==> src/rtl/pic_pkg.sv <==
// pic_pkg: definitions shared by the 8259 PIC blocks.
//   - OCW2 command encodings, as {R, SL, EOI}
//   - acknowledge FSM state type
//   - rotate_right / rotate_left helpers, also used by the priority resolver
package pic_pkg;

    localparam logic [2:0] OCW2_ROT_AEOI_CLR = 3'b000;
    localparam logic [2:0] OCW2_NS_EOI       = 3'b001;
    localparam logic [2:0] OCW2_SP_EOI       = 3'b011;
    localparam logic [2:0] OCW2_ROT_AEOI_SET = 3'b100;
    localparam logic [2:0] OCW2_ROT_NS       = 3'b101;
    localparam logic [2:0] OCW2_SET_PRI      = 3'b110;
    localparam logic [2:0] OCW2_ROT_SP       = 3'b111;

    typedef enum logic [1:0] {
        ST_IDLE  = 2'd0,
        ST_ACK1  = 2'd1,
        ST_WAIT2 = 2'd2,
        ST_ACK2  = 2'd3
    } ack_state_t;

    // r[i] = v[(i + n) mod 8]: bit n of v ends up at position 0.
    function automatic logic [7:0] rotate_right(input logic [7:0] v, input logic [2:0] n);
        logic [7:0] r;
        for (int i = 0; i < 8; i++) r[i] = v[3'(i) + n];
        return r;
    endfunction

    // Inverse of rotate_right: bit 0 of v ends up at position n.
    function automatic logic [7:0] rotate_left(input logic [7:0] v, input logic [2:0] n);
        logic [7:0] r;
        for (int i = 0; i < 8; i++) r[3'(i) + n] = v[i];
        return r;
    endfunction

endpackage

==> src/rtl/in_service_control_isr_highest_finder.sv <==
// isr_highest_finder: combinational search for the highest-priority set ISR bit.
// Level (priority_rotate + 1) mod 8 is the highest priority. The search wraps
// from 7 back to 0.
// Ports:
//   isr             in  8  in-service register
//   priority_rotate in  3  level of the lowest-priority IR
//   highest         out 8  one-hot of the winning bit (0 when isr == 0)
//   level           out 3  level number of the winning bit
//   valid           out 1  isr has at least one bit set
module isr_highest_finder
    import pic_pkg::*;
(
    input  logic [7:0] isr,
    input  logic [2:0] priority_rotate,
    output logic [7:0] highest,
    output logic [2:0] level,
    output logic       valid
);

    logic [2:0] start;
    logic [7:0] rot;
    logic       found;

    // Rotate so the highest-priority level sits at bit 0. The first set bit
    // in rot is then the winner.
    assign start = priority_rotate + 3'd1;
    assign rot   = rotate_right(isr, start);
    assign valid = |isr;

    always_comb begin
        found = 1'b0;
        level = 3'd0;
        for (int i = 0; i < 8; i++) begin
            if (!found && rot[i]) begin
                found = 1'b1;
                level = start + 3'(i);
            end
        end
        highest = found ? (8'd1 << level) : 8'd0;
    end

endmodule

==> src/rtl/in_service_control.sv <==
// in_service_control: 8259 ISR owner and INTA acknowledge sequencer.
// Takes the one-hot winner from the priority resolver and runs the two-pulse
// INTA cycle. It maintains the ISR, decodes the OCW2 EOI and rotate commands,
// and returns the vector byte {vector_base, level}.
// Build option: define INTA_SYNC_EN to place a 2-flop synchronizer on inta_n
// ahead of edge detection. This adds 2 cycles to every INTA-related latency.
// Ports:
//   clock, reset              rising-edge clock, async active-high reset
//   interrupt[7:0]            one-hot winning request (0 = none)
//   inta_n                    CPU acknowledge, active low
//   ocw2_write/cmd/level      OCW2 strobe, {R,SL,EOI}, L2..L0
//   auto_eoi_config           ICW4 AEOI
//   vector_base[4:0]          ICW2 T7..T3
//   int_out                   INT to CPU
//   in_service_register[7:0]  ISR, to resolver
//   priority_rotate[2:0]      lowest-priority level, to resolver
//   clear_interrupt_request   one-cycle pulse clearing the acknowledged IRR bit
//   data_out, data_out_enable vector byte and its bus enable
module in_service_control
    import pic_pkg::*;
(
    input  logic       clock,
    input  logic       reset,
    input  logic [7:0] interrupt,
    input  logic       inta_n,
    input  logic       ocw2_write,
    input  logic [2:0] ocw2_cmd,
    input  logic [2:0] ocw2_level,
    input  logic       auto_eoi_config,
    input  logic [4:0] vector_base,
    output logic       int_out,
    output logic [7:0] in_service_register,
    output logic [2:0] priority_rotate,
    output logic [7:0] clear_interrupt_request,
    output logic [7:0] data_out,
    output logic       data_out_enable
);

    ack_state_t state, state_next;
    logic [7:0] isr;
    logic [2:0] pri_rot;
    logic       auto_rotate;
    logic [7:0] ack_vec;
    logic [2:0] ack_level;

    // ---------------- INTA edge detection ----------------
    logic inta_s, inta_q, inta_fall, inta_rise;

`ifdef INTA_SYNC_EN
    logic [1:0] inta_sync;
    always_ff @(posedge clock or posedge reset) begin
        if (reset) inta_sync <= 2'b11;
        else       inta_sync <= {inta_sync[0], inta_n};
    end
    assign inta_s = inta_sync[1];
`else
    assign inta_s = inta_n;
`endif

    // Reset to the idle (high) level so that a release from reset does not
    // look like an edge.
    always_ff @(posedge clock or posedge reset) begin
        if (reset) inta_q <= 1'b1;
        else       inta_q <= inta_s;
    end

    assign inta_fall = inta_q & ~inta_s;
    assign inta_rise = ~inta_q & inta_s;

    // ---------------- highest-priority ISR bit ----------------
    logic [7:0] hi_onehot;
    logic [2:0] hi_level;
    logic       hi_valid;

    isr_highest_finder u_finder (
        .isr             (isr),
        .priority_rotate (pri_rot),
        .highest         (hi_onehot),
        .level           (hi_level),
        .valid           (hi_valid)
    );

    // Level of the acknowledged request. An all-zero (spurious) request
    // reports IR7.
    logic [2:0] int_level;
    always_comb begin
        int_level = 3'd7;
        for (int i = 7; i >= 0; i--)
            if (interrupt[i]) int_level = 3'(i);
    end

    // ---------------- acknowledge FSM ----------------
    logic [7:0] inta_set;   // ISR bits set by the first INTA pulse
    logic [7:0] aeoi_clr;   // ISR bit cleared by automatic EOI
    logic       aeoi_rot;

    always_comb begin
        state_next = state;
        inta_set   = 8'd0;
        aeoi_clr   = 8'd0;
        aeoi_rot   = 1'b0;
        case (state)
            ST_IDLE:  if (inta_fall) begin
                          state_next = ST_ACK1;
                          inta_set   = interrupt;
                      end
            ST_ACK1:  if (inta_rise) state_next = ST_WAIT2;
            ST_WAIT2: if (inta_fall) state_next = ST_ACK2;
            ST_ACK2:  if (inta_rise) begin
                          state_next = ST_IDLE;
                          if (auto_eoi_config && ack_vec != 8'd0) begin
                              aeoi_clr = ack_vec;
                              aeoi_rot = auto_rotate;
                          end
                      end
            default:  state_next = ST_IDLE;
        endcase
    end

    // ---------------- OCW2 decode ----------------
    logic [7:0] ocw_clr;
    logic       ocw_rot_en;
    logic [2:0] ocw_rot_val;
    logic       auto_rotate_next;

    always_comb begin
        ocw_clr          = 8'd0;
        ocw_rot_en       = 1'b0;
        ocw_rot_val      = ocw2_level;
        auto_rotate_next = auto_rotate;
        if (ocw2_write) begin
            case (ocw2_cmd)
                OCW2_NS_EOI:       ocw_clr = hi_onehot;
                OCW2_SP_EOI:       ocw_clr = 8'd1 << ocw2_level;
                OCW2_ROT_NS:       if (hi_valid) begin
                                       ocw_clr     = hi_onehot;
                                       ocw_rot_en  = 1'b1;
                                       ocw_rot_val = hi_level;
                                   end
                OCW2_ROT_SP:       begin
                                       ocw_clr    = 8'd1 << ocw2_level;
                                       ocw_rot_en = 1'b1;
                                   end
                OCW2_SET_PRI:      ocw_rot_en = 1'b1;
                OCW2_ROT_AEOI_SET: auto_rotate_next = 1'b1;
                OCW2_ROT_AEOI_CLR: auto_rotate_next = 1'b0;
                default:           ;
            endcase
        end
    end

    // ---------------- state registers ----------------
    always_ff @(posedge clock or posedge reset) begin
        if (reset) begin
            state                   <= ST_IDLE;
            isr                     <= 8'd0;
            pri_rot                 <= 3'd7;
            auto_rotate             <= 1'b0;
            ack_vec                 <= 8'd0;
            ack_level               <= 3'd0;
            clear_interrupt_request <= 8'd0;
            data_out                <= 8'd0;
            data_out_enable         <= 1'b0;
        end else begin
            state       <= state_next;
            auto_rotate <= auto_rotate_next;
            // A bit set by INTA on the same edge as a clear keeps its set.
            isr <= (isr & ~(ocw_clr | aeoi_clr)) | inta_set;
            // An OCW2 priority write takes precedence over an AEOI rotation.
            if (ocw_rot_en)    pri_rot <= ocw_rot_val;
            else if (aeoi_rot) pri_rot <= ack_level;

            clear_interrupt_request <= inta_set;
            if (state == ST_IDLE && inta_fall) begin
                ack_vec   <= interrupt;
                ack_level <= int_level;
            end
            if (state == ST_WAIT2 && inta_fall) begin
                data_out        <= {vector_base, ack_level};
                data_out_enable <= 1'b1;
            end
            if (state == ST_ACK2 && inta_rise) begin
                data_out        <= 8'd0;
                data_out_enable <= 1'b0;
            end
        end
    end

    // INT stays asserted from the first acknowledge until the end of the
    // second pulse.
    assign int_out             = (state == ST_IDLE) ? |interrupt : 1'b1;
    assign in_service_register = isr;
    assign priority_rotate     = pri_rot;

endmodule

==> config.mk <==
export PLATFORM = sky130hd
export DESIGN_NAME = in_service_control
export DESIGN_NICKNAME = d
export VERILOG_FILES = /design/src/rtl/pic_pkg.sv /design/src/rtl/in_service_control_isr_highest_finder.sv /design/src/rtl/in_service_control.sv
export SDC_FILE = /design/constraint.sdc
export NUM_CORES = 1
export LEC_CHECK = 0
export CAP_MARGIN = 20
export CORE_MARGIN = 3
export CORE_UTILIZATION = 40
export CTS_CLUSTER_SIZE = 24
export DETAILED_ROUTE_END_ITERATION = 8
export SLEW_MARGIN = 10
export SYNTH_ARGS = -nofsm -noshare
export SYNTH_HDL_FRONTEND = slang
export SYNTH_HIERARCHICAL = 1
export SYNTH_SLANG_ARGS = --single-unit
==> constraint.sdc <==
create_clock -name clock -period 10.65 [get_ports clock]
set_clock_uncertainty 0.05 [all_clocks]
set_input_delay 2.13 -clock clock [delete_from_list [all_inputs] [get_ports clock]]
set_output_delay 2.13 -clock clock [all_outputs]
set_load 0.01 [all_outputs]
==> results of run 1 <==
## worst max-delay path, delay by kind of cell
family        cells  cell delay (ns)
buf+inv           2             0.95
simple gates      2             0.52
## per-stage QoR
stage                     setup slack (ns)  total power, mW    util  hold WS, ns  std cells
after floorplan                      5.851            1.028       -       0.4153        353
after global placement               4.889            1.253  0.5019       0.4387        492
after detailed placement             4.856            1.267  0.5019       0.4385        492
after CTS                            4.843            1.384  0.5146       0.4644        500
after global routing                 4.801            1.508  0.5146       0.4969        500
final                                4.863            1.387  0.5146       0.4605        500
## how the worst min path moves through the flow
stage | start | endpoint | slack (ns) | cells after the start
2_1_floorplan | ack_level[1] | ack_level[1] | 0.42 | 2
3_3_place_gp | ack_vec[7] | ack_vec[7] | 0.44 | 2
3_5_place_dp | ack_vec[0] | ack_vec[0] | 0.44 | 2
4_1_cts | ack_vec[0] | ack_vec[0] | 0.46 | 2
5_1_grt | ack_vec[0] | ack_vec[0] | 0.50 | 2
6_report | ack_vec[0] | ack_vec[0] | 0.46 | 2
## per-layer routing
layer,global-route usage,vias to the layer above,wire length [um]
li1,-,1394,-
met4,0.03846,0,63
met3,0.03315,5,289
met1,0.2941,1410,3927
met5,0,-,0
met2,0.3341,49,4171
## power breakdown
group          switching, mW  internal, mW
Clock                 0.0643        0.0483
Sequential            0.0856         0.225
Combinational          0.522         0.443
Total                  0.672         0.716
## flip-flops by register name, indices dropped and copies added, names as in the netlist
name	count
ack_vec	8
clear_interrupt_request	8
data_out	8
in_service_register	8
ack_level	3
priority_rotate	3
state	2
auto_rotate	1
data_out_enable	1
inta_q	1
## kinds of logic (layout without fill, tap and decap cells)
| kind of cell | count (synthesis) | in the layout | synth area share |
|---|---|---|---|
| compound gates | 89 | 89 | 0.2066 |
| xor+xnor | 4 | 4 | 0.02130 |
| fa+ha+maj | 6 | 6 | 0.02366 |
| buf+inv | 32 | 80 | 0.04377 |
| flops | 43 | 43 | 0.3407 |
| mux | 26 | 26 | 0.1199 |
| simple gates | 153 | 153 | 0.2441 |
## area by class of cell
| cell class | instances | share of cell area |
|---|---|---|
| clock inverters | 3 | 0.006820 |
| flip-flops and latches | 43 | 0.2806 |
| well taps | 99 | 0.03215 |
| repair buffers | 53 | 0.1371 |
| clock buffers | 5 | 0.01786 |
| inverters | 19 | 0.01851 |
| multi-input cells | 278 | 0.5070 |
## placed cells by master, fill, tap and decap left out, drive strengths merged, types with 5 or more instances in the layout
master         Yosys  final
clkdlybuf4s50      0     52
ha                 6      6
nand4b             8      8
nor2b              6      6
o21ai             15     15
nor2              25     25
nand2b             7      7
a32oi              5      5
nor4               6      6
or4                5      5
a21oi             26     26
nand2             66     66
mux2i             11     11
nor3               9      9
mux2               6      6
inv               18     19
nand3              9      9
mux4               9      9
clkbuf             8      5
dfrtp             39     39
o22ai              7      7
==> summary by stage, run 1 <==
Outcome
The flow ran to the end, and the final reports show no timing, DRC or antenna violations.

Critical path
In this run the critical register-to-register path is captured at in_service_register[6]. The flop-to-flop setup slack is about 5.8 ns. Traced cell by cell, the critical path runs through clkdlybuf4s50_1 -> nor4_1 -> nand3_1 -> clkdlybuf4s50_1. The kind of end point of the critical path is an output pin. Among all stages on the critical path, the largest delay is contributed by sky130_fd_sc_hd__clkdlybuf4s50_1. The most common cell type on the critical path is sky130_fd_sc_hd__clkdlybuf4s50_1. The data arrival time of the critical path is 3.61 ns. The startpoint of the worst-slack reg-to-reg timing path is priority_rotate[0]. The most critical setup path has its endpoint at int_out.

Of all nets on the critical path, the largest fanout is 4. The worst reg-to-reg path cell count is 12. The worst setup path is of the in -> out kind. At the worst endpoint, the required time is 8.47 ns. The start point of the critical path is interrupt[0]. The startpoint type of the worst setup path is an input port. For this run, the slowest stage of the critical path takes roughly 0.5 ns.

Final layout
The area growth from synthesis to layout is 21.41%. Of the cells placed in the final design, the portion with a size suffix greater than 1 is 0.1072. The repair_antennas step left the layout with diodes totalling 0.

The footprint of the flip-flops and latches is 0.001081 mm^2. At the end of the flow, the number of nets in the layout was 430. The number of fill cells is about 730. The final design area excluding fillers is 0.003852 mm^2. Summing all multi-input logic gate instances after layout gives 0.001953 mm^2.

CTS
Buffers inserted to repair hold after CTS numbered 0. The number of gates resized after CTS was 0. The number of clock sinks is 43.

The total CTS buffers is 5. TritonCTS built the clock tree. After clock tree synthesis, the clock-pin slew on the worst setup and hold paths is approximately 0.1 ns. Clock latency on the worst-skew pair, taken at its later pin, is 0.30 ns.

The H-tree was split into 2 levels. The root buffer cell is sky130_fd_sc_hd__clkbuf_8. The maximum count of clock buffers along a single path is 2. The number of buffers inserted by post-CTS setup repair is 0.

STA
The post-layout minimum cycle time is 5.787 ns. The upper clock frequency limit is 0.1728 GHz. The number of pins exceeding their max-slew limit in the final report is 0.

Setup repair after global routing left no endpoint under its margin. At the pin with the least slew margin, the transition time is 0.7289 ns. Dividing the final minimum period by the clock period gives 0.5434. The total of endpoints with negative setup slack in the final report is 0. Measured against its own limit, the worst slew margin works out to 0.5141. The final setup TNS is 0 ns. The hold violation count in the final report is 0.

Floorplanning
The die is 95.07 um wide. The placement row count is 31. The core area is 0.007486 mm^2.

For this configuration, the core starts out at a cell density of 0.4239. The floorplan step set the die height to 95.07 um. The area of the die is 0.009037 mm^2.

The total I/O pin count is 53.

Detailed routing
Across all layers, the routed design uses 2858 vias. Using the TritonRoute via totals, the vias-per-cell ratio works out to approximately 5.7. The number of DRC markers in iteration 0 is 145.

The count of nets left with antenna violations once routing finished came out at 0. The detailed-route DRC error count is 0. Summed over all layers, the routed wires come to about 8500 um.

The number of iterations in the first detailed-routing pass is 4. The per-cell routed wire length is 16.90 um.

Logic synthesis
By count the netlist is led by 65 x sky130_fd_sc_hd__nand2_1, 39 x sky130_fd_sc_hd__dfrtp_1, 25 x sky130_fd_sc_hd__a21oi_1, 25 x sky130_fd_sc_hd__nor2_1, 18 x sky130_fd_sc_hd__inv_1. The cell type with the highest aggregate area in the netlist is sky130_fd_sc_hd__dfrtp_1. After synthesis, the cell types taking the most area are sky130_fd_sc_hd__dfrtp_1 31%, sky130_fd_sc_hd__nand2_1 7.7%, sky130_fd_sc_hd__mux4_2 6.4%. The area fraction of the dominant cell type after synthesis is 0.3076. Counting every net in the synthesized netlist gives ~380.

Synthesis produced a netlist whose cell count is between 300 and 400. The synthesized netlist contains between 60 and 70 unique library cells. The summed instance area of the synthesized netlist is between 0.003 and 0.004 mm^2. For this run, the leading register cell type out of synthesis is sky130_fd_sc_hd__dfrtp_1. The post-synthesis sequential element count is 43. The number of warnings printed during yosys synthesis is 6. The sequential-to-total area share from yosys stat is 0.3407. By instance count, the leading cell after synthesis is sky130_fd_sc_hd__nand2_1. A synthesized cell averages around 9 um^2. After synthesis, the share of flip-flops with an asynchronous set or reset is 1.000.

Yosys mapped a number of flops with a built-in enable equal to 0.

Min path
The worst min-delay path category is reg -> reg.

Place
Detailed placement ended at an HPWL of roughly 6500 um. The congestion estimate from routability-driven global placement came to 0.8629. The standard cell area after detailed placement is 0.003757 mm^2. The count of buffers added on input and output ports is 52.

GRT
The first global-routing pass estimated 14650 um of wire. In the global route stage, overall resource usage came out at 0.2063. The number of global-route vias before repair is about 2800. The largest net degree at the start of global routing is 44. The initial antenna violation count is 0.

Summed over all layers, the global routing overflow is 0.

Power
The worst-case IR drop observed on VDD is 0.1263 mV. Summed over all cells, the static leakage comes to 1.653 nW. For this design the ratio of total power to cell area is 360.1 mW/mm^2.

Flow run
The count of maximum capacitance violations is 0.
No activity file was read; power rests on OpenSTA's default activity.
==> inputs of run 2 (changes only) <==
==> constraint.sdc (replaced) <==
create_clock -name clock -period 5.8 [get_ports clock]
set_clock_uncertainty 0.05 [all_clocks]
set_input_delay 1.16 -clock clock [delete_from_list [all_inputs] [get_ports clock]]
set_output_delay 1.16 -clock clock [all_outputs]
set_load 0.01 [all_outputs]
==> summary by stage, run 2 (same netlist as run 1, synthesis figures left out) <==
CTS
TritonCTS built the clock tree. The cts-stage hold buffer count is 0 (unchanged). The source-to-sink clock delay at the later pin of the worst-skew pair is 0.29 ns (about the same). The maximum count of clock buffers along a single path was 2 (unchanged). The number of clock sinks came to 43 (unchanged). The number of buffers inserted by post-CTS setup repair is 0 (unchanged).

The H-tree level count is 2 (unchanged). The root buffer cell is sky130_fd_sc_hd__clkbuf_8. The post-CTS clock slew at the launch and capture registers of the worst setup and hold paths is 0.09 ns (about the same). The total CTS buffers is 5 (unchanged). The number of resized instances in the post-cts repair step was 0 (unchanged).

Critical path
The worst setup path is of the reg -> reg kind. The count of buffering cells on the critical path with inverters included is 2 (unchanged). The longest individual stage delay on the worst path came to 0.85 ns (+0.36 ns). The flop-to-flop setup slack is 1.32 ns (-4.50 ns).

The most common cell type on the critical path is sky130_fd_sc_hd__inv_1. Walking the worst path, the cells encountered are inv_1 -> ha_1 -> inv_1 -> nor4_1 -> o41a_1 -> nand2_2 -> or4_4 -> a21bo_1 -> nor3_1 -> nand4b_1 -> a21oi_1 -> o21ai_0. The kind of end point of the critical path is a flip-flop. Broken down by cell family, the worst path's largest delay share belongs to simple AND/OR/NAND/NOR gates.

Among all stages on the critical path, the largest delay is contributed by sky130_fd_sc_hd__dfstp_2. The required time of the critical path is 5.92 ns (-2.55 ns). The startpoint type of the worst setup path is a flip-flop. The data arrival time of the critical path is 4.60 ns (+0.99 ns).

The highest net fanout along the worst path was 20 (+16).

Detailed routing
The via count is 2910 (+1.8%). The detailed-route DRC error count is 0 (unchanged). The per-cell routed wire length was 17.34 um (+2.6%). The number of DRC markers in iteration 0 is 184 (+27%). The via density per instance was 5.820 (+1.8%). The final antenna-violating net count is 0 (unchanged).

The number of iterations in the first detailed-routing pass is 5 (+1). The aggregate routed wire length is 8668 um (+2.6%).

Floorplanning
The width of the die was 95.07 um (unchanged). The area of the die is 0.009037 mm^2 (unchanged). The core area came to 0.007486 mm^2 (unchanged). The placement row count was 31 (unchanged).

The total I/O pin count is 53 (unchanged). The die boundary height is 95.07 um (unchanged). The effective utilization at floorplan is 0.4239 (unchanged).

STA
The part of the cycle the worst path needs is 0.7731. The final setup TNS came to 0 ns (unchanged). The post-layout minimum cycle time is 4.484 ns. The actual transition at the worst max-transition pin is 0.7228 ns (-0.006166 ns). Setup repair after global routing left no endpoint under its margin. The total of endpoints with negative setup slack in the final report is 0 (unchanged). The number of pins exceeding their max-slew limit in the final report was 0 (unchanged). The upper clock frequency limit is 0.2230 GHz. The normalized max-slew margin came to 0.5119 (-0.002193). The hold violation count in the final report came to 0 (unchanged).

Power
The leakage power is 1.651 nW (-0.10%). The worst voltage drop across the vdd grid was 0.2541 mV (+100%). The total power divided by cell area is 665.0 mW/mm^2 (+85%).

GRT
The overall fraction of global-route tracks in use was 0.1982 (-0.008170). The global-route wire length before repair is 14190 um (-3.2%). The largest net degree at the start of global routing is 44 (unchanged). The initial antenna violation count came to 0 (unchanged). The leftover overflow at the end of global routing came to 0 (unchanged). The number of global-route vias before repair is 2810 (+0.39%).

Min path
In this run the worst hold path is classified as reg -> reg.

Outcome
The run finished with clean final reports.

Place
The standard cell area after detailed placement is 0.003757 mm^2 (unchanged). The number of port buffers is 52 (unchanged). The routability-driven placement congestion ratio is 0.8996 (+4.3%). The HPWL after detailed placement is 6630 um (+1.6%).

Final layout
The number of inserted diodes is 0 (unchanged). The final design area excluding fillers is 0.003856 mm^2 (about the same). The area growth from synthesis to layout was 21.53% (about the same). The net count reported at finish is 430 (unchanged). The area occupied by multi-input gates was 0.001953 mm^2 (unchanged).

The utilization after layout was 0.5151 (about the same). The share of post-route cells with drive strength above 1 was 0.1072 (unchanged). The number of fill cells is 704 (-3.3%). Leaving out fill and tap cells, the most frequent cells in the layout are 65 x sky130_fd_sc_hd__nand2_1, 52 x sky130_fd_sc_hd__clkdlybuf4s50_1, 39 x sky130_fd_sc_hd__dfrtp_1. The library cell used most frequently in the layout, excluding fill and tap cells, is sky130_fd_sc_hd__nand2_1. The footprint of the flip-flops and latches came to 0.001081 mm^2 (unchanged).

Flow run
The count of maximum capacitance violations is 0 (unchanged).
-- run 2: layer usage --
layer | part of all wire | routed length (um) | vias up | track usage
met3 | 0.035 | 307 | 6 | 0.02762
met2 | 0.50 | 4309 | 70 | 0.3423
met4 | 0.0068 | 59 | 0 | 0.04207
met1 | 0.46 | 3991 | 1423 | 0.2643
met5 | 0 | 0 | - | 0
li1 | - | - | 1411 | -
-- run 2: stage by stage --
step	setup slack (ns)	total power [mW]	instances	hold WS [ns]
2_1_floorplan	2.076	1.888	353	0.4153
3_3_place_gp	1.511	2.349	492	0.4360
3_5_place_dp	1.373	2.345	492	0.4417
4_1_cts	1.357	2.562	500	0.4658
5_1_grt	1.047	2.759	500	0.5040
6_report	1.316	2.564	500	0.4625
-- run 2: power breakdown --
group          internal, mW  leakage (nW)  switching, mW
Sequential            0.413         0.536          0.161
Combinational         0.813          1.07          0.975
Clock                0.0973        0.0474          0.107
-- run 2: layout make-up --
type	count	share of cell area
sequential	43	0.2803
clock buffer	6	0.02141
inverter	19	0.01849
tap	99	0.03212
clock inverter	2	0.004218
multi-input combinational	278	0.5065
timing repair buffer	53	0.1369
-- run 2: final timing paths --
path,from,endpoint,cells past startpoint
min in group asynchronous,reset,clear_interrupt_request[7],3
worst min-delay path,ack_vec[4],ack_vec[4],2
worst max register to register,priority_rotate[0],in_service_register[7],12
max in group asynchronous,reset,inta_q,3
worst max-delay path,priority_rotate[0],in_service_register[7],12
worst min register to register,ack_vec[4],ack_vec[4],2
-- run 2: worst reg2reg max path: cells and delay by family (launching register included) --
kind	cells	cell delay (ns)
AO/OA/AOI/OAI	4	0.90
adder cells (fa/ha/maj)	1	0.76
buffers and inverters	2	0.51
flip-flops	1	0.85
AND/OR/NAND/NOR	5	1.31
==> inputs of run 3 (changes only) <==
==> constraint.sdc (replaced) <==
create_clock -name clock -period 4.6 [get_ports clock]
set_clock_uncertainty 0.05 [all_clocks]
set_input_delay 0.92 -clock clock [delete_from_list [all_inputs] [get_ports clock]]
set_output_delay 0.92 -clock clock [all_outputs]
set_load 0.01 [all_outputs]
==> summary by stage, run 3 (same netlist as run 1, synthesis figures left out) <==
Outcome
The run finished with clean final reports.

Power
The leakage power came to 1.671 nW (+1.2%). The worst voltage drop across the vdd grid is 0.2845 mV (+12%). The total power divided by cell area is 840.8 mW/mm^2 (+26%).

CTS
TritonCTS built the clock tree. The source-to-sink clock delay at the later pin of the worst-skew pair is 0.30 ns (about the same). The number of clock sinks is 43 (unchanged). The number of resized instances in the post-cts repair step was 0 (unchanged). The H-tree level count was 2 (unchanged). The total CTS buffers is 5 (unchanged). The number of buffers inserted by post-CTS setup repair is 0 (unchanged). The root buffer cell chosen for the clock tree is sky130_fd_sc_hd__clkbuf_8.

The cts-stage hold buffer count is 0 (unchanged). The maximum count of clock buffers along a single path is 2 (unchanged). The post-CTS clock slew at the launch and capture registers of the worst setup and hold paths is 0.09 ns (about the same).

Min path
The worst hold path depth is 2 (unchanged). The hold path endpoint is ack_vec[2]. The worst hold path startpoint is ack_vec[2].

The worst hold path belongs to the class reg -> reg.

GRT
The initial antenna violation count is 0 (unchanged). The global-route wire length before repair is 14280 um (+0.63%). The largest net degree at the start of global routing is 44 (unchanged). The overall fraction of global-route tracks in use is 0.1997 (+0.001538).

The number of global-route vias before repair is 2845 (+1.2%). The leftover overflow at the end of global routing was 0 (unchanged).

Final layout
The footprint of the flip-flops and latches is 0.001081 mm^2 (unchanged). The net count reported at finish is 432 (+0.47%). The most frequent standard cell in the layout excluding fill and tap cells is sky130_fd_sc_hd__nand2_1. The area occupied by multi-input gates is 0.001953 mm^2 (unchanged). Leaving out fill and tap cells, the most frequent cells in the layout are 65 x sky130_fd_sc_hd__nand2_1, 52 x sky130_fd_sc_hd__clkdlybuf4s50_1, 39 x sky130_fd_sc_hd__dfrtp_1. The number of inserted diodes is 0 (unchanged).

The final design area excluding fillers is 0.003885 mm^2 (+0.75%). The number of fill cells is 719 (+2.1%). The area growth from synthesis to layout is 22.44%. The share of post-route cells with drive strength above 1 is 0.1117 (+0.004431).

Floorplanning
The effective utilization at floorplan is 0.4239 (unchanged). The die boundary height is 95.07 um (unchanged). The placement row count is 31 (unchanged). The width of the die was 95.07 um (unchanged). The area of the die was 0.009037 mm^2 (unchanged).

The core area is 0.007486 mm^2 (unchanged). The total I/O pin count is 53 (unchanged).

STA
The part of the cycle the worst path needs is 0.8400 (+0.06697). The post-layout minimum cycle time was 3.864 ns (-0.6196 ns). The final setup TNS is 0 ns (unchanged).

The number of pins exceeding their max-slew limit in the final report is 0 (unchanged). The actual transition at the worst max-transition pin came to 0.6138 ns (-0.1089 ns). The upper clock frequency limit came to 0.2588 GHz (+16%).

The hold violation count in the final report came to 0 (unchanged). Setup repair after global routing left no endpoint under its margin. The normalized max-slew margin came to 0.5854 (+0.07358).

The total of endpoints with negative setup slack in the final report is 0 (unchanged).

Detailed routing
The detailed-route DRC error count came to 0 (unchanged). The routed length on met1 is 4009 um (+0.45%). The via count is 2880 (-1.0%). The final antenna-violating net count is 0 (unchanged). The aggregate routed wire length is 8551 um (-1.3%). The number of DRC markers in iteration 0 was 168 (-8.7%). The via density per instance is 5.737 (-1.4%). The met2 wire length is 4222 um (-2.0%). The number of iterations in the first detailed-routing pass is 5 (unchanged).

The detailed router used layers up to and including met4. The per-cell routed wire length is 17.03 um (-1.7%). The detailed-routed wire length on met3 is 262 um (-15%).

Place
The HPWL after detailed placement is 6583 um (-0.70%). The number of port buffers is 52 (unchanged). The standard cell area after detailed placement is 0.003772 mm^2 (+0.40%). The routability-driven placement congestion ratio came to 0.9129 (+1.5%).

Critical path
The startpoint identified for the worst register-to-register timing path is priority_rotate[0]. The worst reg-to-reg path cell count is 12 (unchanged). The critical path is of the reg -> reg type.

The data arrival time of the critical path is 3.98 ns (-0.62 ns). The kind of end point of the critical path is a flip-flop. The highest net fanout along the worst path is 19 (-5.0%). The required time of the critical path was 4.72 ns (-1.20 ns).

STA classifies the critical path startpoint as a flip-flop. The flop-to-flop setup slack is 0.74 ns (-0.58 ns). The terminus of the critical flop-to-flop path is in_service_register[7].

Flow run
The count of maximum capacitance violations is 0 (unchanged).
==> run 3: area by class of cell <==
type                            instances  area share
Clock inverter                          3     0.01127
Multi-Input combinational cell        278      0.5027
Timing Repair Buffer                   55      0.1398
Inverter                               19     0.01836
Tap cell                               99     0.03188
Clock buffer                            5     0.01771
Sequential cell                        43      0.2783
==> run 3: worst max-delay path, stage by stage, from the launching register on <==
cell and delay, ns:
sky130_fd_sc_hd__dfstp_2 0.53, sky130_fd_sc_hd__buf_4 0.27, sky130_fd_sc_hd__ha_1 0.39, sky130_fd_sc_hd__xnor2_2 0.27
sky130_fd_sc_hd__mux4_2 0.64, sky130_fd_sc_hd__nor2b_4 0.21, sky130_fd_sc_hd__nand2_2 0.10, sky130_fd_sc_hd__or4_4 0.45
sky130_fd_sc_hd__a21bo_1 0.22, sky130_fd_sc_hd__nor3_1 0.13, sky130_fd_sc_hd__nand4b_1 0.12, sky130_fd_sc_hd__a21oi_1 0.22
sky130_fd_sc_hd__o21ai_0 0.13
==> run 3: where the power goes <==
part / switching [mW] / internal (mW)
Combinational: 1.25 / 1.04
Clock: 0.137 / 0.162
Sequential: 0.160 / 0.519
==> run 3: metal layers <==
metal,vias up,global-route usage
li1,1404,-
met1,1408,0.2724
met2,62,0.3394
met3,6,0.02920
met4,0,0.03726
met5,-,0
==> run 3: per-stage QoR <==
step	power [mW]	setup WS (ns)	hold slack [ns]	cells	util
final	3.267	0.7359	0.4661	502	0.5190
after global routing	3.539	0.3849	0.4899	502	0.5190
after floorplan	2.380	0.8755	0.4153	353	-
after CTS	3.275	0.7053	0.4671	502	0.5190
after global placement	2.979	0.7169	0.4396	494	0.5039
after detailed placement	2.965	0.7142	0.4440	494	0.5039
==> run 3: how the worst max path moves through the flow <==
stage,end,from,slack [ns],cells past startpoint
2_1_floorplan,in_service_register[7],priority_rotate[0],0.88,15
3_3_place_gp,in_service_register[7],priority_rotate[0],0.72,12
3_5_place_dp,in_service_register[6],priority_rotate[0],0.71,12
4_1_cts,in_service_register[6],priority_rotate[0],0.71,12
5_1_grt,in_service_register[6],priority_rotate[0],0.38,12
6_report,in_service_register[7],priority_rotate[0],0.74,12
